## config.mk

```make
export PLATFORM = sky130hd
export DESIGN_NAME = hazard_stall_ctrl
export DESIGN_NICKNAME = d
export VERILOG_FILES = /design/src/rtl/pipe_pkg.sv /design/src/rtl/hazard_stall_ctrl_mdu_busy_counter.sv /design/src/rtl/hazard_stall_ctrl.sv
export SDC_FILE = /design/constraint.sdc
export NUM_CORES = 1
export LEC_CHECK = 0
export CELL_PAD_IN_SITES_DETAIL_PLACEMENT = 1
export CELL_PAD_IN_SITES_GLOBAL_PLACEMENT = 1
export CORE_MARGIN = 2
export CORE_UTILIZATION = 24
export DETAILED_ROUTE_END_ITERATION = 8
export PLACE_DENSITY = 0.8
export SYNTH_ARGS = -nofsm -noshare
export SYNTH_HDL_FRONTEND = slang
export SYNTH_HIERARCHICAL = 1
export SYNTH_SLANG_ARGS = --single-unit
```

## constraint.sdc

```tcl
create_clock -name clk -period 1.5 [get_ports clk]
set_clock_uncertainty 0.05 [all_clocks]
set_input_delay 0.225 -clock clk [delete_from_list [all_inputs] [get_ports clk]]
set_output_delay 0.225 -clock clk [all_outputs]
set_load 0.01 [all_outputs]
```

## src/rtl/pipe_pkg.sv

```systemverilog
// Shared pipeline definitions for the hazard/stall scheduler.
// - Tuse/Tnew encodings, register-zero constant, MDU latency defaults.
// - md_state_e names the two MDU sequencer states held by the busy counter.
package pipe_pkg;

    // Source operand not read by the instruction in D.
    localparam logic [1:0] TUSE_NONE = 2'd3;

    // Architectural zero register: never a real producer.
    localparam logic [4:0] REG_ZERO = 5'd0;

    // Multi-cycle MDU latencies (busy cycles after issue in E).
    localparam int MULT_CYCLES = 5;
    localparam int DIV_CYCLES  = 10;
    localparam int CNT_W       = 4;

    // Tnew per instruction class (cycles until the result can be forwarded).
    localparam logic [1:0] TNEW_READY = 2'd0;  // already forwardable / no result
    localparam logic [1:0] TNEW_ALU   = 2'd1;  // ALU result available out of E
    localparam logic [1:0] TNEW_LOAD  = 2'd2;  // load data available out of M

    typedef enum logic {
        MD_IDLE = 1'b0,
        MD_BUSY = 1'b1
    } md_state_e;

endpackage

```

## src/rtl/hazard_stall_ctrl_mdu_busy_counter.sv

```systemverilog
// MDU busy sequencer.
// - Loads the busy counter on a mult/div issue while idle, then counts down.
// - A second issue while busy does not reload; it raises the sticky error flag.
// Ports:
//   clk, reset      : clock, asynchronous active-high reset
//   md_start        : mult/div issue in E this cycle
//   md_div          : 1 = div class, 0 = mult class
//   busy_cnt        : remaining busy cycles (0 = idle)
//   md_err          : sticky overlap error, cleared only by reset
module mdu_busy_counter
    import pipe_pkg::*;
#(
    parameter int MULT_LAT = MULT_CYCLES,
    parameter int DIV_LAT  = DIV_CYCLES,
    parameter int CW       = CNT_W
) (
    input  logic          clk,
    input  logic          reset,
    input  logic          md_start,
    input  logic          md_div,
    output logic [CW-1:0] busy_cnt,
    output logic          md_err
);

    localparam logic [CW-1:0] MULT_LOAD = CW'(MULT_LAT);
    localparam logic [CW-1:0] DIV_LOAD  = CW'(DIV_LAT);

    logic [CW-1:0] busy_cnt_d, busy_cnt_q;
    logic          md_err_d, md_err_q;
    md_state_e     md_state_s;

    // Next-state: load when idle, decrement when busy, flag overlapping issues.
    always_comb begin
        busy_cnt_d = busy_cnt_q;
        md_err_d   = md_err_q;
        md_state_s = (busy_cnt_q != {CW{1'b0}}) ? MD_BUSY : MD_IDLE;
        case (md_state_s)
            MD_IDLE: begin
                if (md_start) begin
                    busy_cnt_d = md_div ? DIV_LOAD : MULT_LOAD;
                end else begin
                    busy_cnt_d = busy_cnt_q;
                end
            end
            MD_BUSY: begin
                busy_cnt_d = busy_cnt_q - CW'(1);
                if (md_start) begin
                    md_err_d = 1'b1;
                end else begin
                    md_err_d = md_err_q;
                end
            end
            default: begin
                busy_cnt_d = {CW{1'b0}};
                md_err_d   = md_err_q;
            end
        endcase
    end

    // Counter and sticky error registers.
    always_ff @(posedge clk or posedge reset) begin
        if (reset) begin
            busy_cnt_q <= {CW{1'b0}};
            md_err_q   <= 1'b0;
        end else begin
            busy_cnt_q <= busy_cnt_d;
            md_err_q   <= md_err_d;
        end
    end

    assign busy_cnt = busy_cnt_q;
    assign md_err   = md_err_q;

endmodule

```

## src/rtl/hazard_stall_ctrl.sv

```systemverilog
// Central stall/flush scheduler for the 5-stage pipeline.
// - Tuse/Tnew data-hazard compare of D sources against E and M destinations.
// - Multi-cycle MDU busy sequencing; md instructions in D wait for the MDU.
// - One stall condition drives PC hold, IF_ID hold and ID_EX bubble together.
// Ports:
//   clk, reset                : clock, asynchronous active-high reset
//   D_rs/D_rt, D_tuse_rs/rt   : D sources and their Tuse (3 = unused)
//   D_is_md                   : D instruction uses the MDU / HI/LO
//   E_wa/E_tnew, M_wa/M_tnew  : producers in E and M with their Tnew
//   E_md_start, E_md_div      : mult/div issue in E and its class
//   stall_F, stall_D, flush_E : hold PC, hold IF_ID, bubble ID_EX
//   md_busy, md_err           : MDU occupied, sticky overlap error
module hazard_stall_ctrl
    import pipe_pkg::*;
#(
    parameter int MULT_LAT = MULT_CYCLES,
    parameter int DIV_LAT  = DIV_CYCLES,
    parameter int CW       = CNT_W
) (
    input  logic       clk,
    input  logic       reset,
    input  logic [4:0] D_rs,
    input  logic [4:0] D_rt,
    input  logic [1:0] D_tuse_rs,
    input  logic [1:0] D_tuse_rt,
    input  logic       D_is_md,
    input  logic [4:0] E_wa,
    input  logic [1:0] E_tnew,
    input  logic [4:0] M_wa,
    input  logic [1:0] M_tnew,
    input  logic       E_md_start,
    input  logic       E_md_div,
    output logic       stall_F,
    output logic       stall_D,
    output logic       flush_E,
    output logic       md_busy,
    output logic       md_err
);

    logic [CW-1:0] busy_cnt_s;
    logic          md_busy_s;
    logic          hz_e_s, hz_m_s, md_hz_s, stall_s;

    // A source hazards when it reads a live producer sooner than it is ready.
    function automatic logic src_hz(input logic [4:0] src, input logic [1:0] tuse,
                                    input logic [4:0] wa, input logic [1:0] tnew);
        return (src == wa) && (wa != REG_ZERO) && (tuse != TUSE_NONE) && (tuse < tnew);
    endfunction

    mdu_busy_counter #(
        .MULT_LAT (MULT_LAT),
        .DIV_LAT  (DIV_LAT),
        .CW       (CW)
    ) u_mdu_busy_counter (
        .clk      (clk),
        .reset    (reset),
        .md_start (E_md_start),
        .md_div   (E_md_div),
        .busy_cnt (busy_cnt_s),
        .md_err   (md_err)
    );

    // Combinational hazard detection and stall fan-out, forced quiet in reset.
    always_comb begin
        hz_e_s    = src_hz(D_rs, D_tuse_rs, E_wa, E_tnew) | src_hz(D_rt, D_tuse_rt, E_wa, E_tnew);
        hz_m_s    = src_hz(D_rs, D_tuse_rs, M_wa, M_tnew) | src_hz(D_rt, D_tuse_rt, M_wa, M_tnew);
        // An issue this cycle counts as busy: the counter loads on this edge.
        md_busy_s = E_md_start | (busy_cnt_s != {CW{1'b0}});
        md_hz_s   = D_is_md & md_busy_s;
        stall_s   = hz_e_s | hz_m_s | md_hz_s;
        if (reset) begin
            stall_F = 1'b0;
            stall_D = 1'b0;
            flush_E = 1'b0;
            md_busy = 1'b0;
        end else begin
            stall_F = stall_s;
            stall_D = stall_s;
            flush_E = stall_s;
            md_busy = md_busy_s;
        end
    end

endmodule

```

# Word-level counts from Yosys, hierarchy flattened
# Index checks and enable logic that the tools add are counted.
# op_classes
eq_ne	7
n_reduce_logical	16
addsub	1
n_lt_le_gt_ge	4
n_mux	6
bitwise_logic	7
# ops
cell	n
5-bit == test	4
1-bit logical AND	12
5-bit nonzero test	2
2-bit < comparator	4
4-bit 2-to-1 mux	2
4-bit case mux with 2 select lines	1
2-bit inequality test, second input constant	3
1-bit bitwise OR	5
4-bit nonzero test	1
4-bit by 1-bit subtractor with 4-bit output, second input constant	1
1-bit 2-to-1 mux	3
2-bit AND reduction	1
1-bit AND	1
1-bit NOT	1
# word_totals
input_bits	33
out_inout_bits	5
elab_cells	43
regBits	5

# Logic depth before layout (Yosys ltp)
# depth
ltp_word	8
depth_mapped	7
mapped_depth_nobuf	6

# Hierarchy
# Netlist, hierarchy kept.
# by_module_without_submodules
mod	cells_per_inst	seq_area_each_um2	area_each_um2	instances
hazard_stall_ctrl	56	0.0	425.4	1
mdu_busy_counter	28	125.1	276.5	1

# Least setup slack after synthesis
# Ideal clock, no wire load.
# synth_timing
path_kind	input -> output
start	in E_tnew[1]
end	out stall_D
required_time_ns	1.225
arrival_ns	1.419
n_path_buf	1
path_stages	7
setup_slack_ns	-0.194
path_cell_list	inv_1 ha_1 a211oi_1 nand4_1 a221oi_2 a221o_1 buf_4
# synth_via
elab_chain_len	6
elab_cells_between_ends	8
cone_classes	2 x order compare; 1 x mux; 3 x bitwise; 2 x reduce/logical
# synth_rtl
element	line	text
from (decl)	hazard_stall_ctrl.sv:28	input logic [1:0] E_tnew,
2-bit < comparator	hazard_stall_ctrl.sv:47	return (src == wa) && (wa != REG_ZERO) && (tuse != TUSE_NONE) && (tuse < tnew);
1-bit logical AND	hazard_stall_ctrl.sv:47	
1-bit bitwise OR *	hazard_stall_ctrl.sv:65	hz_e_s = src_hz(D_rs, D_tuse_rs, E_wa, E_tnew) | src_hz(D_rt, D_tuse_rt, E_wa, E_tnew);
1-bit bitwise OR * (2 in a row)	hazard_stall_ctrl.sv:70	stall_s = hz_e_s | hz_m_s | md_hz_s;
1-bit 2-to-1 mux *	n/a	
to (decl)	hazard_stall_ctrl.sv:34	output logic stall_D,
# Every way passes the cells marked *; elsewhere a longest branch is shown, timed or not.

# Worst setup path after layout
# layout_timing
start	in M_tnew[1]
end	out flush_E
# layout_via
elab_chain_len	6
elab_cells_between_ends	8
cone_classes	2 x order compare; 1 x mux; 3 x bitwise; 2 x reduce/logical
# layout_rtl
element	line	text
from (decl)	hazard_stall_ctrl.sv:30	input logic [1:0] M_tnew,
2-bit < comparator	hazard_stall_ctrl.sv:47	
1-bit logical AND	hazard_stall_ctrl.sv:47	
1-bit bitwise OR *	hazard_stall_ctrl.sv:66	hz_m_s = src_hz(D_rs, D_tuse_rs, M_wa, M_tnew) | src_hz(D_rt, D_tuse_rt, M_wa, M_tnew);
1-bit bitwise OR * (2 in a row)	hazard_stall_ctrl.sv:70	
1-bit 2-to-1 mux *	hazard_stall_ctrl.sv:71	if (reset) begin
to (decl)	hazard_stall_ctrl.sv:35	output logic flush_E,
# Marked as above.

==> results.cfg <==
[status]
status = complete, but fails checks
violations = setup timing

[clock_tree]
ctsHoldBuffers = 0
cts_tree = built
ctsLongestPathBuffers = 2
worstSkewPairLatency_ns = 0.24
numCtsBuffers = 3
clock-sinks = 5
clk_pin_slew_ns = 0.04
h-tree-depth = 1
root_buffer = clkbuf_4

[power]
power.switching_uw = 462
p_leak_nw = 0.602
p_int_uw = 728
ir_drop_v = 0.000680
p_clk_frac = 0.130
seq_power_share = 0.195
comb_power_share = 0.676
swShare = 0.388
powerDensity_mw_per_mm2 = 861

[critical_path]
rr_startpoint = u_mdu_busy_counter/busy_cnt[1]
reg2reg_slack_ns = 0.07
crit_required_ns = 1.22
crit_path_end = flush_E
critPathLaunch = M_tnew[1]
reg2reg_depth = 5
critPathMaxFanout = 2
path_class = input pin to output pin
slowest_delay_ns = 0.35
critPathSlowestCell = a221o_1
critPathArrivalTime_ns = 1.57
path_cells = dlygate4sd2_1 -> inv_2 -> ha_4 -> o21ai_1 -> nand3_1 -> o21ai_1 -> a221o_1 -> buf_6 -> buf_6
worst_setup_path_start_kind = input pin
endpoint_kind = output pin
r2r-end = u_mdu_busy_counter/md_err

[layout]
diodes = 0
layout.nets = 181
post_route_cells_drive_above_1_share = 0.479
n_fill_cell = 332
area_delta_synth_final_pct = 97.0
stdcell_area_sq_mm = 0.00138

[min_path]
min_path_type = input pin to async pin

[floorplan]
io_pins = 38
coreArea_sq_mm = 0.00276
std_cell_rows = 19
initial_core_util = 0.255
fp.dieH_um = 58.1
die_w_um = 58.1
die-area_sq_mm = 0.00337

[sta]
worst_pin_slew_ns = 0.272
rsz0062_at_grt = yes
hold-worst-slack_ns = 0.295
hold_viol = 0
fmax_ghz = 0.542
finalSetupViolCount = 3
slew_headroom = 0.816
worst_slack_ns = -0.344
period_minus_slack_ns = 1.84
fin_crit_sh = 1.23
slew_viol_final = 0

[detailed_routing]
drc_errors = 0
drt-pass1-iter-count = 4
wl_per_cell_um = 15.6
vias_per_cell = 4.93
antenna_left = 0
drtIter0Drc = 20
vias = 853
routed_wl_mm = 2.69

[grt]
first_global_vias = 977
overflow = 0
grt_pass1_wl_mm = 4.44
antenna_found_initial = 0
gr-usage-all-layers = 0.177
grt_max_degree = 7

[logic_synthesis]
syn_nets = 122
syn_inst = 84
syn_avg_cell_area_sq_um = 8.36
synthesis.area_sq_um = 702
synth_seq_area_share = 0.178
yosysWarnings = 6
ys_ff_latch = 5
yosysUniqueCellTypes = 27

[run]
cap_viol_max_count = 0

[placed_design]
port_buffers = 37
hpwl_mm = 2.22
place_area_sq_mm = 0.00126
place.gp.congestion = 0.801
place_ws_ns = -1.26
worst max-delay path, delay by kind of cell:
kind / cells / cell delay [ns]
and+or+nand+nor: 1 / 0.10
buffers and inverters: 4 / 0.50
AOI/OAI and AO/OA: 3 / 0.48
adders and majority gates: 1 / 0.27
worst min path at each step:
stage	startpoint	to	cells after the start	slack, ns
2_1_floorplan	reset	u_mdu_busy_counter/busy_cnt[0]	1	-0.05
3_3_place_gp	u_mdu_busy_counter/md_err	u_mdu_busy_counter/md_err	1	0.39
3_5_place_dp	u_mdu_busy_counter/md_err	u_mdu_busy_counter/md_err	1	0.40
4_1_cts	reset	u_mdu_busy_counter/busy_cnt[2]	2	0.30
5_1_grt	reset	u_mdu_busy_counter/md_err	2	0.31
6_report	reset	u_mdu_busy_counter/busy_cnt[2]	2	0.30
area by class of cell:
cell class / count / area, sq um / share of cell area
clock buffers: 4 / 26.3 / 0.0190
well taps: 31 / 38.8 / 0.0281
repair buffers: 56 / 474 / 0.343
flip-flops and latches: 5 / 125 / 0.0905
inverters: 7 / 43.8 / 0.0317
multi-input cells: 70 / 674 / 0.488
synth_stat cells:
library cell	instances	area [sq um]
a211oi_1	5	37.5
a21o_1	1	7.51
a21oi_1	6	30.0
a221o_1	1	10.0
a221oi_2	1	15.0
and3_1	1	6.26
buf_4	2	15.0
dfrtp_1	5	125
ha_1	5	62.6
inv_1	7	26.3
mux2i_1	1	10.0
nand2_1	1	3.75
nand2b_1	1	6.26
nand2b_4	1	13.8
nand3_1	2	10.0
nand4_1	4	25.0
nor2_1	5	18.8
nor2b_1	1	6.26
nor3_1	4	20.0
nor3_2	1	10.0
nor3b_2	1	12.5
nor4b_1	1	8.76
o211a_1	1	10.0
o21ai_0	5	25.0
or3b_4	1	11.3
xnor2_1	10	87.6
xor2_1	10	87.6
registers in the layout, indices dropped and copies added, names as in the netlist:
register                     count
u_mdu_busy_counter/busy_cnt      4
u_mdu_busy_counter/md_err        1
placed cells by master (no fill, tap or decap), types with 3 or more instances in the layout:
cell type / n
xnor2_1: 8
clkbuf_4: 3
dlygate4sd2_1: 11
nor2_1: 5
buf_6: 7
buf_2: 6
ha_4: 4
clkdlybuf4s15_2: 3
o21ai_1: 3
buf_4: 16
clkdlybuf4s50_1: 5
inv_1: 3
nand4_1: 4
nor3_2: 4
dfrtp_1: 5
clkbuf_2: 4
xor2_1: 7
a211oi_2: 5
xor2_2: 3
clkdlybuf4s15_1: 3
a21oi_1: 5
cell families (layout without fill, tap and decap cells):
group	Yosys count	count (layout)	synth area share
compound gates	20	20	0.193
xor+xnor	20	20	0.250
fa+ha+maj	5	5	0.0891
buf+inv	9	67	0.0588
flops	5	5	0.178
mux	1	1	0.0143
simple gates	24	24	0.217
power by group through the flow:
stage	sequential [mW]	clock [mW]	combinational [mW]
after CTS	0.233	0.163	0.789
final	0.232	0.155	0.804
after global routing	0.236	0.171	0.900
after global placement	0.221	0	0.655
after floorplan	0.261	0	0.310
after detailed placement	0.225	0	0.696
layer usage:
metal	track usage	vias to the layer above	routed length [um]
met5	0	-	0
met4	0.0930	0	83
met3	0.00893	8	125
met2	0.349	29	1490
met1	0.185	400	993
li1	-	416	-
metrics by stage:
stage	setup TNS, ns	power (mW)	std cells	util
final	-0.957	1.19	173	0.501
after global routing	-1.25	1.31	173	0.501
after CTS	-1.04	1.18	172	0.496
after detailed placement	-4.26	0.921	167	0.456
after global placement	-4.13	0.876	167	0.456
after floorplan	-0.324	0.571	84	-
repair_timing:
item                                    4_1_cts  5_1_grt
resized for setup                           105       14
endpoints found under the setup margin        6        5
hold endpoints to repair                      0        0
pin swaps                                    20       14
buffers inserted                              3        1
No activity file was read; power rests on OpenSTA's default activity.
